$ cat src/rtl/cond_pkg.sv
// Shared condition-code and flag definitions for the execute stage.
// The ALU op modules import this package as well.
package cond_pkg;

  typedef enum logic [3:0] {
    COND_EQ = 4'b0000,
    COND_NE = 4'b0001,
    COND_CS = 4'b0010,
    COND_CC = 4'b0011,
    COND_MI = 4'b0100,
    COND_PL = 4'b0101,
    COND_VS = 4'b0110,
    COND_VC = 4'b0111,
    COND_HI = 4'b1000,
    COND_LS = 4'b1001,
    COND_GE = 4'b1010,
    COND_LT = 4'b1011,
    COND_GT = 4'b1100,
    COND_LE = 4'b1101,
    COND_AL = 4'b1110,
    COND_NV = 4'b1111
  } cond_t;

  localparam int FLAG_Z = 3;
  localparam int FLAG_N = 2;
  localparam int FLAG_C = 1;
  localparam int FLAG_V = 0;

  typedef logic [3:0] flags_t;

endpackage

$ cat src/rtl/cond_check.sv
// Purely combinational evaluation of a 4-bit condition field against the
// architectural flags {Z,N,C,V}.
module cond_check
  import cond_pkg::*;
(
  input  cond_t  cond_i,
  input  flags_t flags_i,
  output logic   pass_o
);

  logic zFlag;
  logic nFlag;
  logic cFlag;
  logic vFlag;

  assign zFlag = flags_i[FLAG_Z];
  assign nFlag = flags_i[FLAG_N];
  assign cFlag = flags_i[FLAG_C];
  assign vFlag = flags_i[FLAG_V];

  always_comb begin
    pass_o = 1'b0;
    unique case (cond_i)
      COND_EQ: pass_o = zFlag;
      COND_NE: pass_o = !zFlag;
      COND_CS: pass_o = cFlag;
      COND_CC: pass_o = !cFlag;
      COND_MI: pass_o = nFlag;
      COND_PL: pass_o = !nFlag;
      COND_VS: pass_o = vFlag;
      COND_VC: pass_o = !vFlag;
      COND_HI: pass_o = cFlag && !zFlag;
      COND_LS: pass_o = !cFlag || zFlag;
      COND_GE: pass_o = (nFlag == vFlag);
      COND_LT: pass_o = (nFlag != vFlag);
      COND_GT: pass_o = !zFlag && (nFlag == vFlag);
      COND_LE: pass_o = zFlag || (nFlag != vFlag);
      COND_AL: pass_o = 1'b1;
      COND_NV: pass_o = 1'b0;
      default: pass_o = 1'b0;
    endcase
  end

endmodule

$ cat src/rtl/cond_unit.sv
// Execute-stage flag register and registered execute/squash decision.
// Optional saturating statistics counters are built when COND_STATS_EN is defined.
module cond_unit
  import cond_pkg::*;
#(
  parameter int N     = 32,
  parameter int CNT_W = 16
) (
  input  logic       clk,
  input  logic       rst,
  input  logic       valid_in,
  input  logic [3:0] cond,
  input  logic       flag_wr,
  input  logic [3:0] alu_flags,
  input  logic       stall,
  input  logic       flush,
  output logic       valid_out,
  output logic       cond_ex,
  output flags_t     flags_q
`ifdef COND_STATS_EN
  ,
  output logic [CNT_W-1:0] exec_cnt,
  output logic [CNT_W-1:0] squash_cnt
`endif
);

  if (CNT_W > N) begin : g_cnt_width_check
    $error("cond_unit: CNT_W must not exceed the datapath width N");
  end

  logic   pass;
  logic   accept;
  logic   valid_q;
  logic   valid_d;
  logic   ex_q;
  logic   ex_d;
  flags_t flags_d;

  // Evaluation always sees the flags as they stood before this instruction.
  cond_check u_cond_check (
    .cond_i  (cond_t'(cond)),
    .flags_i (flags_q),
    .pass_o  (pass)
  );

  assign accept = valid_in && !stall && !flush;

  // Flush beats stall; stall freezes everything; otherwise the decision advances.
  always_comb begin
    valid_d = valid_q;
    ex_d    = ex_q;
    flags_d = flags_q;
    if (flush) begin
      valid_d = 1'b0;
      ex_d    = 1'b0;
    end else if (!stall) begin
      valid_d = valid_in;
      ex_d    = valid_in && pass;
      if (valid_in && flag_wr && pass) begin
        flags_d = alu_flags;
      end
    end
  end

  always_ff @(posedge clk) begin
    if (rst) begin
      valid_q <= 1'b0;
      ex_q    <= 1'b0;
      flags_q <= '0;
    end else begin
      valid_q <= valid_d;
      ex_q    <= ex_d;
      flags_q <= flags_d;
    end
  end

  assign valid_out = valid_q;
  assign cond_ex   = ex_q;

`ifdef COND_STATS_EN
  localparam logic [CNT_W-1:0] CntMax = '1;

  logic [CNT_W-1:0] exec_q;
  logic [CNT_W-1:0] exec_d;
  logic [CNT_W-1:0] squash_q;
  logic [CNT_W-1:0] squash_d;

  // Both counters stick at all-ones rather than wrapping.
  always_comb begin
    exec_d   = exec_q;
    squash_d = squash_q;
    if (accept && pass && (exec_q != CntMax)) begin
      exec_d = exec_q + CNT_W'(1);
    end
    if (accept && !pass && (squash_q != CntMax)) begin
      squash_d = squash_q + CNT_W'(1);
    end
  end

  always_ff @(posedge clk) begin
    if (rst) begin
      exec_q   <= '0;
      squash_q <= '0;
    end else begin
      exec_q   <= exec_d;
      squash_q <= squash_d;
    end
  end

  assign exec_cnt   = exec_q;
  assign squash_cnt = squash_q;
`else
  logic unusedAccept;
  assign unusedAccept = accept;
`endif

endmodule

$ cat config.mk
export PLATFORM = sky130hd
export DESIGN_NAME = cond_unit
export DESIGN_NICKNAME = d
export VERILOG_FILES = /design/src/rtl/cond_pkg.sv /design/src/rtl/cond_check.sv /design/src/rtl/cond_unit.sv
export SDC_FILE = /design/constraint.sdc
export NUM_CORES = 1
export LEC_CHECK = 0
export CAP_MARGIN = 20
export CORE_AREA = 10 10 47 49
export DETAILED_ROUTE_END_ITERATION = 7
export DIE_AREA = 0 0 57 59
export GPL_TIMING_DRIVEN = 0
export HOLD_SLACK_MARGIN = 0.03
export PLACE_DENSITY = 0.71
export SYNTH_ARGS = -nofsm -noshare
export SYNTH_HDL_FRONTEND = slang
export SYNTH_HIERARCHICAL = 1
export SYNTH_SLANG_ARGS = --single-unit
export TNS_END_PERCENT = 30
$ cat constraint.sdc
create_clock -name clk -period 2.09 [get_ports clk]
set_input_delay 0.3135 -clock clk [delete_from_list [all_inputs] [get_ports clk]]
set_output_delay 0.3135 -clock clk [all_outputs]
set_load 0.01 [all_outputs]
==> results of run 1 <==
-- worst max path at each step --
stage	from	cells after the start	end
2_1_floorplan	flags_q[0]	8	flags_q[0]
3_3_place_gp	cond[3]	8	flags_q[0]
3_5_place_dp	cond[3]	8	flags_q[1]
4_1_cts	flags_q[2]	9	flags_q[1]
5_1_grt	flags_q[0]	9	flags_q[3]
6_report	flags_q[0]	9	flags_q[2]
-- synthesized netlist by cell type --
cell	instances
nor2b_1	1
inv_1	1
mux2i_1	6
a311oi_1	1
o21ai_0	1
o22ai_1	1
a2111oi_1	1
a211oi_1	1
nor2_1	2
nor3_1	3
nor4b_1	1
buf_1	1
dfxtp_1	6
xor2_1	3
nand2b_1	9
o21a_1	1
xnor2_1	1
nand2_1	2
buf_4	1
clkbuf_1	1
o22a_1	1
a21oi_1	3
nor4b_4	1
-- worst reg2reg max path, delay by kind of cell, from the launching register on --
| family | cells | cell delay (ns) |
|---|---|---|
| flip-flops | 1 | 0.35 |
| multiplexers | 1 | 0.17 |
| AO/OA/AOI/OAI | 3 | 0.52 |
| AND/OR/NAND/NOR | 2 | 0.32 |
| buffers and inverters | 1 | 0.18 |
| XOR/XNOR | 2 | 0.34 |
-- repair_timing --
| action | CTS | global route |
|---|---|---|
| gates resized for setup | 3 | 2 |
| setup buffers | 1 | 3 |
| setup endpoints to repair | 4 | 4 |
| pin swaps | 1 | 5 |
-- logic make-up (layout without fill, tap and decap cells) --
logic type                Yosys count  in the layout  synth area share, %
AOI/OAI and AO/OA                  10             10                 16.1
xor gates and xnor gates            4              4                 8.19
buffers and inverters               4             27                 4.38
DFF                                 6              6                 28.1
muxes                               6              6                 14.0
and+or+nand+nor                    19             19                 29.2
-- layer usage --
metal	up-vias	GRT usage (%)	part of all wire (%)
met5	-	0	0
li1	223	-	-
met2	12	9.30	47
met3	2	5.15	9.7
met1	190	6.20	43
met4	0	4.03	0.83
-- per-stage QoR --
step / instance area [µm²] / total power [mW] / TNS [ns]
6_report: 678 / 0.292 / 0
3_3_place_gp: 608 / 0.185 / -0.585
5_1_grt: 678 / 0.317 / -0.0316
2_1_floorplan: 428 / 0.154 / 0
3_5_place_dp: 608 / 0.186 / -0.725
4_1_cts: 648 / 0.295 / 0
-- registers in the layout (all words and copies together) (netlist names) --
signal and flops:
valid_out 1, flags_q 4, cond_ex 1
-- final cells by class --
type                    count  area, µm²
plain buffers               3       15.0
inverters                   1       3.75
multi-input cells          39        302
clock buffers               3       22.5
flip-flops and latches      6        125
fillers                   153        723
repair buffers             20        190
well taps                  16       20.0
-- power groups by stage --
| stage | sequential, mW | clock [mW] | combinational (mW) |
|---|---|---|---|
| finish | 0.118 | 0.103 | 0.0714 |
| global route | 0.118 | 0.122 | 0.0776 |
| CTS | 0.119 | 0.110 | 0.0664 |
| detailed placement | 0.121 | 0 | 0.0654 |
| global placement | 0.121 | 0 | 0.0646 |
| floorplan | 0.122 | 0 | 0.0328 |
==> impl_results.md, run 1 <==
* Final Cycle Share at 94.1%
* Min Hold Slack at 0.448 ns
* Dominant cells by area after synthesis: dfxtp_1 28%, mux2i_1 14%, nand2b_1 13%
* Crit-path cells: xor2_2 > xor2_1 > a2111oi_2 > a311oi_1 > o22ai_1 > nand2_1 > nor4b_4 > buf_4 > mux2i_1
* P per Cell Area at 430 nW/µm²
* Commonest cells after routing, fill and taps aside: 16 x clkdlybuf4s50_1, 9 x nand2b_1, 6 x mux2i_1
* Slew @ Worst Pin at 0.331 ns
* Area share of the largest cell type after synthesis at 28.1%
* Worst Skew at 0.00292 ns
* Average routed wire per standard cell at 12.3 µm
* Pre-CTS setup slack at -0.186 ns
* Final WS setup at 0.124 ns
* Leading area contributor after synthesis: dfxtp_1
* Hold Path Sink: cond_ex
* Yosys reg bits at 6
* Start point of the worst hold path: rst
* Reg2reg start: flags_q[0]
* Die width at 57 µm
* Cts bufs inserted at 3
* CTS H-Tree Depth at 1
* CP Buf/Inv Count at 1
* VDD IR max at 0.342 mV
* Worst Path Required at 2.25 ns
* Max-cap violations at 0
* Initial Util at 30.5%
* Hold path cells at 2
* Final Hold Viols at 0
* Final Wtd Congestion at 0.640
* Sw Ratio at 23.6%
* Final setup viols at 0
* Fin cells at 88
* Initial antenna violation count at 0
* N_diodes at 0
* Fmax at 509 MHz
* Leak at 0.247 nW
* Layout cells sized above 1 at 18.1%
* Startpoint type of the worst setup path: register
* Worst reg2reg path depth at 9
* Sequential share of the synthesized area at 28.1%
* Delay-heaviest family, CP: compound AO/OA/AOI/OAI gates
* Num rows at 14
* Syn. warnings at 6
* Max-slew headroom at 77.9%
* Crit path arrival time at 2.13 ns
* 1st-iter DRT viols at 8
* Flop pwr share at 40.4%
* Routed vias at 427
* Reg-to-reg endpoint: flags_q[2]
* Die Y at 59 µm
* Mapped Area at 428 µm²
* Crit path largest cell delay at 0.35 ns
* Clk sinks at 6
* Outcome: finished clean
* Cts hold-fix bufs at 0
* # DRC at 0
* Largest fanout on the critical path at 4
* Clock Latency Late Sink at 0.24 ns
* Kind of critical path: reg -> reg
* Switching power at 68.9 µW
* Commonest non-fill, non-tap cell in the layout: clkdlybuf4s50_1
* Placed instance count at 81
* Drt pass-1 iters at 4
* R2R setup slack at 0.12 ns
* Syn_nets at 63
* Global-route wire length before repair at 1700 µm
* Number of global-route vias before repair at 410
* Reg clk slew, reported paths at 0.04 ns
* Clock power frac at 35.1%
* CTS tree: yes
* Worst hold path class: in -> reg
* Synth cell types at 23
* CP max-delay cell: dfxtp_4
* Internal power at 223 µW
* Core area at 1400 µm²
* Total grt overflow at 0
* Final net count at 88
* Clock root cell: clkbuf_4
* Min Clock Period, post-route at 1.97 ns
* GRT Total Usage at 6.40%
* I/O Buffers at 16
* RSZ-0062 raised after global routing: true
* Synth Instances at 49
* Logic pwr share at 24.5%
* Die area at 3360 µm²
* Avg Inst Size Synth at 8.73 µm²
* Final ANT Viol Nets at 0
* Total Wirelength at 1080 µm
* Via density at 4.85
* Area Overhead vs Synth at 58.5%
* CTS Buffer Depth at 2
* Slew Viols, Final at 0
* IO Pins at 20
* Largest net degree at the start of global routing at 11
* Final core utilization at 48.4%
* Setup crit end kind: register
(Power assumes the default switching activity.)
==> run 2: changes to the inputs <==
--- a/config.mk
+++ b/config.mk
@@ -12,6 +12,7 @@
 export GPL_TIMING_DRIVEN = 0
 export HOLD_SLACK_MARGIN = 0.03
 export PLACE_DENSITY = 0.71
+export SKIP_CTS_REPAIR_TIMING = 1
 export SYNTH_ARGS = -nofsm -noshare
 export SYNTH_HDL_FRONTEND = slang
 export SYNTH_HIERARCHICAL = 1
==> impl_results.md, run 2 (same netlist as run 1, synthesis figures left out) <==
* Final setup viols at 0 (unchanged)
* Total grt overflow at 0 (unchanged)
* VDD IR max at 0.342 mV (about the same)
* Setup crit end kind: register
* Leak at 0.241 nW (-2.3%)
* Num rows at 14 (unchanged)
* IO Pins at 20 (unchanged)
* Worst reg2reg path depth at 9 (unchanged)
* Logic pwr share at 24.3% (-0.2 points)
* Total Wirelength at 1050 µm (-2.7%)
* Largest net degree at the start of global routing at 11 (unchanged)
* Fmax at 505 MHz (-0.63%)
* Average routed wire per standard cell at 12.1 µm (-1.6%)
* Drt pass-1 iters at 3 (-1)
* Max-slew headroom at 78.1% (+0.15 points)
* # DRC at 0 (unchanged)
* Kind of critical path: reg -> reg
* Placed instance count at 81 (unchanged)
* Worst Skew at 0.00276 ns (-0.000169 ns)
* Internal power at 224 µW (+0.43%)
* Total Power at 292 µW (+0.20%)
* CTS tree: yes
* Initial Util at 30.5% (unchanged)
* Pre-CTS setup slack at -0.186 ns (unchanged)
* Die Y at 59 µm (unchanged)
* Global-route wire length before repair at 1700 µm (unchanged)
* Startpoint type of the worst setup path: register
* Layout cells sized above 1 at 16.9% (-1.2 points)
* Flop pwr share at 40.7% (+0.3 points)
* Commonest non-fill, non-tap cell in the layout: clkdlybuf4s50_1
* Final ANT Viol Nets at 0 (unchanged)
* Final Wtd Congestion at 0.640 (unchanged)
* Reg clk slew, reported paths at 0.04 ns (about the same)
* Hold path cells at 2 (unchanged)
* Die width at 57 µm (unchanged)
* Final WS setup at 0.111 ns (-0.0125 ns)
* Clock root cell: clkbuf_4
* 1st-iter DRT viols at 6 (-2)
* Max reg flops at 4 (unchanged)
* CTS H-Tree Depth at 1 (unchanged)
* Worst hold path class: in -> reg
* Clock power frac at 35.0% (about the same)
* Via density at 4.80 (-0.98%)
* Slew @ Worst Pin at 0.329 ns (-0.00226 ns)
* Initial antenna violation count at 0 (unchanged)
* Setup TNS Final at 0 ns (unchanged)
* Min Hold Slack at 0.448 ns (+0.000535 ns)
* Largest fanout on the critical path at 4 (unchanged)
* Worst Path Required at 2.25 ns (about the same)
* Clk sinks at 6 (unchanged)
* Final Cycle Share at 94.7% (+0.60 points)
* RSZ-0062 raised after global routing: true
* Final net count at 87 (-1.1%)
* Die area at 3360 µm² (unchanged)
* Fin cells at 87 (-1.1%)
* Min Clock Period, post-route at 1.98 ns (+0.0125 ns)
* Crit path arrival time at 2.14 ns (about the same)
* Routed vias at 418 (-2.1%)
* Post-Layout Inst Area at 668 µm² (-1.5%)
* Area Overhead vs Synth at 56.1%
* Max-cap violations at 0 (unchanged)
* GRT Total Usage at 6.40% (about the same)
* Top reg by flops: flags_q
* Commonest cells after routing, fill and taps aside: 16 x clkdlybuf4s50_1, 9 x nand2b_1, 6 x mux2i_1
* Outcome: finished clean
* Number of global-route vias before repair at 410 (unchanged)
* CTS Buffer Depth at 2 (unchanged)
* Switching power at 68.5 µW (-0.57%)
* Core area at 1400 µm² (unchanged)
* Placed Area at 608 µm² (unchanged)
* N_diodes at 0 (unchanged)
* Cts bufs inserted at 3 (unchanged)
* Clock Latency Late Sink at 0.24 ns (about the same)
* Slew Viols, Final at 0 (unchanged)
* P per Cell Area at 438 nW/µm² (+1.7%)
* Fillers at 154 (+0.65%)
* I/O Buffers at 16 (unchanged)
* Sw Ratio at 23.4% (-0.18 points)
* Final Hold Viols at 0 (unchanged)
* Final core utilization at 47.7% (-0.71 points)
## run 2: cell types whose count changed in the layout (fill, tap and decap cells not counted)
| cell | delta |
|---|---|
| buf_4 | -1 |
| dfxtp_4 | -1 |
| dfxtp_2 | +1 |
## run 2: worst paths after layout
check,start,to,slack (ns)
worst max-delay path,flags_q[0],flags_q[2],0.11
worst min-delay path,rst,cond_ex,0.45
worst max register to register,flags_q[0],flags_q[2],0.11
worst min register to register,flags_q[0],flags_q[0],0.50
## run 2: critical path, stage by stage, from the launching register on
cell       delay (ns)
dfxtp_2          0.34
xor2_2           0.18
xor2_1           0.16
a2111oi_2        0.31
a311oi_1         0.08
o22ai_1          0.12
nand2_1          0.11
nor4b_4          0.25
buf_4            0.18
mux2i_1          0.17
## run 2: layer usage
metal,up-vias,global-route usage (%),part of all wire (%)
met3,2,5.15,10
met2,12,9.30,46
met1,184,6.18,43
met5,-,0,0
met4,0,4.03,0.85
li1,220,-,-
## run 2: power by group through the flow
stage               clock network, mW  logic, mW  registers [mW]
floorplan                           0     0.0328           0.122
global placement                    0     0.0646           0.121
detailed placement                  0     0.0654           0.121
CTS                             0.110     0.0656           0.119
global route                    0.122     0.0772           0.119
finish                          0.102     0.0709           0.119
## run 2: final cells by class
cell class                 instances  area [µm²]  area share [%]
tap                               16        20.0            3.00
sequential                         6         123            18.4
timing repair buffer              19         183            27.3
clock buffer                       3        22.5            3.37
buffer                             3        15.0            2.25
multi-input combinational         39         302            45.1
inverter                           1        3.75           0.562
==> run 3: changes to the inputs <==
--- a/config.mk
+++ b/config.mk
@@ -6,13 +6,14 @@
 export NUM_CORES = 1
 export LEC_CHECK = 0
 export CAP_MARGIN = 20
-export CORE_AREA = 10 10 47 49
+export CORE_AREA = 2 2 39 41
 export DETAILED_ROUTE_END_ITERATION = 7
-export DIE_AREA = 0 0 57 59
+export DIE_AREA = 0 0 41 43
 export GPL_TIMING_DRIVEN = 0
 export HOLD_SLACK_MARGIN = 0.03
 export PLACE_DENSITY = 0.71
 export SKIP_CTS_REPAIR_TIMING = 1
+export SLEW_MARGIN = 20
 export SYNTH_ARGS = -nofsm -noshare
 export SYNTH_HDL_FRONTEND = slang
 export SYNTH_HIERARCHICAL = 1
==> impl_results.md, run 3 (same netlist as run 1, synthesis figures left out) <==
* Outcome: finished clean
* Hold path cells at 2 (unchanged)
* Number of global-route vias before repair at 345 (-16%)
* Core area at 1380 µm² (-1.2%)
* Crit path arrival time at 2.18 ns (+0.04 ns)
* Reg clk slew, reported paths at 0.04 ns (about the same)
* Reg2reg start: flags_q[0]
* Layout cells sized above 1 at 15.9% (-0.96 points)
* CTS Buffer Depth at 2 (unchanged)
* P per Cell Area at 441 nW/µm² (+0.83%)
* Largest net degree at the start of global routing at 11 (unchanged)
* Average routed wire per standard cell at 10.8 µm (-11%)
* Final Hold Viols at 0 (unchanged)
* Startpoint type of the worst setup path: register
* I/O Buffers at 16 (unchanged)
* 1st-iter DRT viols at 1 (-5)
* Worst reg2reg path depth at 9 (unchanged)
* Cts bufs inserted at 3 (unchanged)
* CP max-delay cell: dfxtp_4
* RSZ-0062 raised after global routing: true
* Dpl hpwl at 723 µm
* Die area at 1760 µm² (-48%)
* Worst Path Required at 2.26 ns (about the same)
* Die width at 41 µm (-28%)
* Kind of critical path: reg -> reg
* Final core utilization at 47.6% (-0.12 points)
* Fmax at 496 MHz (-1.9%)
* Total grt overflow at 0 (unchanged)
* Max-slew headroom at 77.2% (-0.90 points)
* Max-cap violations at 0 (unchanged)
* # DRC at 0 (unchanged)
* Via density at 5.00 (+4.1%)
* Delay-heaviest family, CP: compound AO/OA/AOI/OAI gates
* Initial Util at 30.9% (+0.39 points)
* Die Y at 43 µm (-27%)
* Routed vias at 425 (+1.7%)
* Leak at 0.232 nW (-3.9%)
* Worst Skew at 0.000417 ns (-0.00234 ns)
* Commonest cells after routing, fill and taps aside: 16 x clkdlybuf4s50_1, 9 x nand2b_1, 6 x mux2i_1
* Top reg by flops: flags_q
* Final Wtd Congestion at 0.683 (+6.7%)
* Largest fanout on the critical path at 4 (unchanged)
* Initial antenna violation count at 0 (unchanged)
* GRT Total Usage at 12.1% (+5.7 points)
* Final setup viols at 0 (unchanged)
* Crit-path cells: xor2_2 > xor2_1 > a2111oi_2 > a311oi_1 > o22ai_1 > nand2_1 > nor4b_4 > buf_4 > mux2i_1
* Slew Viols, Final at 0 (unchanged)
* Commonest non-fill, non-tap cell in the layout: clkdlybuf4s50_1
* CTS H-Tree Depth at 1 (unchanged)
* Clock root cell: clkbuf_4
* Clk sinks at 6 (unchanged)
* Crit path largest cell delay at 0.36 ns (+0.02 ns)
* Setup crit end kind: register
* VDD IR max at 0.266 mV (-22%)
* CP Buf/Inv Count at 1 (unchanged)
* IO Pins at 20 (unchanged)
* Global-route wire length before repair at 1400 µm (-18%)
* Max reg flops at 4 (unchanged)
* Hold Path Sink: cond_ex
* Final Cycle Share at 96.5% (+1.8 points)
* Final ANT Viol Nets at 0 (unchanged)
* Final net count at 85 (-2.3%)
* Drt pass-1 iters at 2 (-1)
* Clock Latency Late Sink at 0.24 ns (about the same)
* R2R setup slack at 0.07 ns (-0.04 ns)
* Slew @ Worst Pin at 0.342 ns (+0.0134 ns)
* Num rows at 14 (unchanged)
* Start point of the worst hold path: rst
* Reg-to-reg endpoint: flags_q[2]
* Area Overhead vs Synth at 53.8%
* Min Clock Period, post-route at 2.02 ns (+0.0377 ns)
* Fillers at 144 (-6.5%)
* N_diodes at 0 (unchanged)
* Total Wirelength at 918 µm (-13%)
* Setup TNS Final at 0 ns (unchanged)
* Worst hold path class: in -> reg
* CTS tree: yes
==> run 3: stage by stage <==
stage	total power, mW	cells	hold WS, ns	setup slack [ns]	instance area (µm²)
6_report	0.290	85	0.439	0.0735	658
5_1_grt	0.305	85	0.497	-0.0497	658
2_1_floorplan	0.154	49	0.390	0.0643	428
3_5_place_dp	0.187	81	0.513	-0.195	608
3_3_place_gp	0.185	81	0.510	-0.144	608
4_1_cts	0.294	84	0.447	-0.176	631
==> run 3: how the worst max path moves through the flow <==
stage | startpoint | to | slack [ns] | depth (start not counted)
4_1_cts | flags_q[0] | flags_q[1] | -0.18 | 8
6_report | flags_q[0] | flags_q[2] | 0.07 | 9
2_1_floorplan | flags_q[0] | flags_q[0] | 0.06 | 8
5_1_grt | flags_q[2] | flags_q[0] | -0.05 | 9
3_5_place_dp | cond[3] | flags_q[1] | -0.19 | 8
3_3_place_gp | cond[3] | flags_q[2] | -0.14 | 8
==> run 3: power breakdown <==
group | total (mW) | internal, mW | switching, mW
Clock | 0.104 | 0.0648 | 0.0395
Sequential | 0.118 | 0.116 | 0.00202
Combinational | 0.0682 | 0.0400 | 0.0282
Total | 0.290 | 0.221 | 0.0697
==> run 3: routing by layer <==
metal  wire [µm]  vias up  track usage, %
met5           0        -               0
met2         427       13            17.2
met4          29        0            12.0
li1            -      219               -
met1         405      189            14.2
met3          56        4            1.57
==> run 3: final cells by class <==
type	count	area, µm²	area share, %
tap	16	20.0	3.04
clock buffer	3	22.5	3.42
inverter	1	3.75	0.570
sequential	6	125	19.0
timing repair buffer	17	168	25.5
multi-input combinational	39	304	46.2
buffer	3	15.0	2.28
==> RTL edit (settings of run 1) <==
Put one more register stage on the output `flags_q`, without a reset. The value now appears one clock later. The other outputs are not delayed to match.
--- a/src/rtl/cond_unit.sv
+++ b/src/rtl/cond_unit.sv
@@ -24,6 +24,8 @@
 `endif
 );
 
+  flags_t flags_q_s0;
+
   if (CNT_W > N) begin : g_cnt_width_check
     $error("cond_unit: CNT_W must not exceed the datapath width N");
   end
@@ -39,7 +41,7 @@
   // Evaluation always sees the flags as they stood before this instruction.
   cond_check u_cond_check (
     .cond_i  (cond_t'(cond)),
-    .flags_i (flags_q),
+    .flags_i (flags_q_s0),
     .pass_o  (pass)
   );
 
@@ -49,7 +51,7 @@
   always_comb begin
     valid_d = valid_q;
     ex_d    = ex_q;
-    flags_d = flags_q;
+    flags_d = flags_q_s0;
     if (flush) begin
       valid_d = 1'b0;
       ex_d    = 1'b0;
@@ -66,11 +68,11 @@
     if (rst) begin
       valid_q <= 1'b0;
       ex_q    <= 1'b0;
-      flags_q <= '0;
+      flags_q_s0 <= '0;
     end else begin
       valid_q <= valid_d;
       ex_q    <= ex_d;
-      flags_q <= flags_d;
+      flags_q_s0 <= flags_d;
     end
   end
 
@@ -114,5 +116,9 @@
   assign unusedAccept = accept;
 `endif
 
+  always_ff @(posedge clk) begin
+    flags_q <= flags_q_s0;
+  end
+
 endmodule
 
Behaviour: not the same (a bounded check fails within 4 cycles, from zero or initial values and one cycle with rst high).
==> RTL edit against run 1 <==
Routed wire length grew 7.9%. Sequential cell count increased by 4. Synthesized area rose by 19%. Sequential share of layout area rose by 8.0 points. First-iteration DRC count is 50% lower. Power is 51% higher. Design area up 16%. Worst setup slack got worse by 0.051 ns. Critical endpoint is now flags_q_s0[3]$_SDFFE_PP0P_.
==> RTL edit: results (changes against run 1) <==
| Metric | Value |
|---|---|
| Fillers | 138 (-9.8%) |
| R2r setup slk | 0.07 ns (-0.05 ns) |
| Critical path's top delay family | compound AO/OA/AOI/OAI gates |
| Period utilisation layout | 0.965 (+0.0244) |
| Min-delay worst type | flop to flop |
| Synth Area in Compound Gates | 0.135 (-0.0254) |
| Largest cells by area after synthesis | dfxtp_1, mux2i_1, nand2b_1 |
| Crit path largest cell delay | 0.37 ns (+0.02 ns) |
| Status | finished, final reports clean |
| Post-CTS sizing | 4 (+1) |
| Pin count of the biggest net entering global routing | 11 (unchanged) |
| Total power | 0.440 mW (+51%) |
| FF-to-FF End | flags_q_s0[3]$_SDFFE_PP0P_ |
| Multiplexer share of the synthesized area | 0.118 (-0.0221) |
| Nets | 91 (+3.4%) |
| Peak supply drop | 0.387 mV (+13%) |
| M1 GR Usage | 0.0753 (+0.0133) |
| Hold path endpoint | flags_q[2]$_DFF_P_ |
| Drt first-iter violations | 4 (-4) |
| Hold path depth | 0 (-2) |
| Pre-CTS setup slack | -0.195 ns (-0.00895 ns) |
| GRT Util Overall | 0.0723 (+0.00828) |
| Ant diodes | 0 (unchanged) |
| Top flop regs | flags_q (4), flags_q_s0 (4) |
| Layout cells sized above 1 | 0.184 (+0.00365) |
| Register clock-pin slew on the reported worst setup and hold paths | 0.07 ns (+0.03 ns) |
| Xor and xnor area share after synthesis | 0.0690 (-0.0129) |
| DR WL met3 | 138 um (+31%) |
| CP endpoint | flags_q_s0[3]$_SDFFE_PP0P_ |
| Vias post-DR | 438 (+2.6%) |
| Hold-fix buffers, CTS | 0 (unchanged) |
| Yosys warnings | 6 (unchanged) |
| Met1 WL | 502 um (+8.9%) |
| Met2 wire len | 529 um (+4.5%) |
| Combinational gate power | 0.0716 mW (about the same) |
| Clock skew | 0.00139 ns (-0.00153 ns) |
| FFs w/ async S/R, synth | 0 (unchanged) |
| Top cells by count, synth | dfxtp_1, nand2b_1, mux2i_1 |
| Max-Slew Margin vs Limit | 0.778 (-0.00157) |
| Final WL | 1170 um (+7.9%) |
| Share of power burned in registers | 0.440 (+0.036) |
| Power Internal | 0.340 mW (+52%) |
| Met2 usage | 0.101 (+0.00775) |
| Highest metal used | met3 |
| Port-buffer cells | 16 (unchanged) |
| GR Layer Usage met3 | 0.0644 (+0.0129) |
| Worst-path fanout max | 4 (unchanged) |
| Post-synthesis sequential area ratio | 0.394 (+0.113) |
| HP Start | flags_q_s0[2]$_SDFFE_PP0P_ |
| Worst skew pair latency | 0.26 ns (+0.02 ns) |
| FF-to-FF path depth | 9 (unchanged) |
| Hpwl dp | 921 um |
| Maximum buffer depth of the clock tree | 2 (unchanged) |
| RD Place Congestion | 0.726 (+13%) |
| CP startpoint | flags_q_s0[2]$_SDFFE_PP0P_ |
| First-pass GRT wire length | 1930 um (+14%) |
| Crit path arrival time | 2.21 ns (+0.08 ns) |
| Net Count, Synth | 67 (+6.3%) |
| Leak Pwr | 0.284 nW (+15%) |
RTL edit: changes by cell type after synthesis:
cell     delta
dfxtp_1     +4
RTL edit: area by class of cell:
| cell class | count | share of cell area |
|---|---|---|
| Sequential cell | 10 | 0.264 |
| Buffer | 3 | 0.0191 |
| Tap cell | 16 | 0.0255 |
| Clock buffer | 4 | 0.0462 |
| Multi-Input combinational cell | 39 | 0.408 |
| Inverter | 1 | 0.00478 |
| Timing Repair Buffer | 19 | 0.232 |
RTL edit: through the flow:
| stage | hold WS (ns) | instance area, um^2 | std cells | TNS [ns] | util |
|---|---|---|---|---|---|
| final | 0.415 | 786 | 92 | 0 | 0.561 |
| after global routing | 0.420 | 786 | 92 | -0.0311 | 0.561 |
| after CTS | 0.400 | 747 | 90 | 0 | 0.533 |
| after detailed placement | 0.391 | 688 | 85 | -0.761 | 0.491 |
| after global placement | 0.390 | 688 | 85 | -0.685 | 0.491 |
| after floorplan | 0.374 | 508 | 53 | 0 | - |
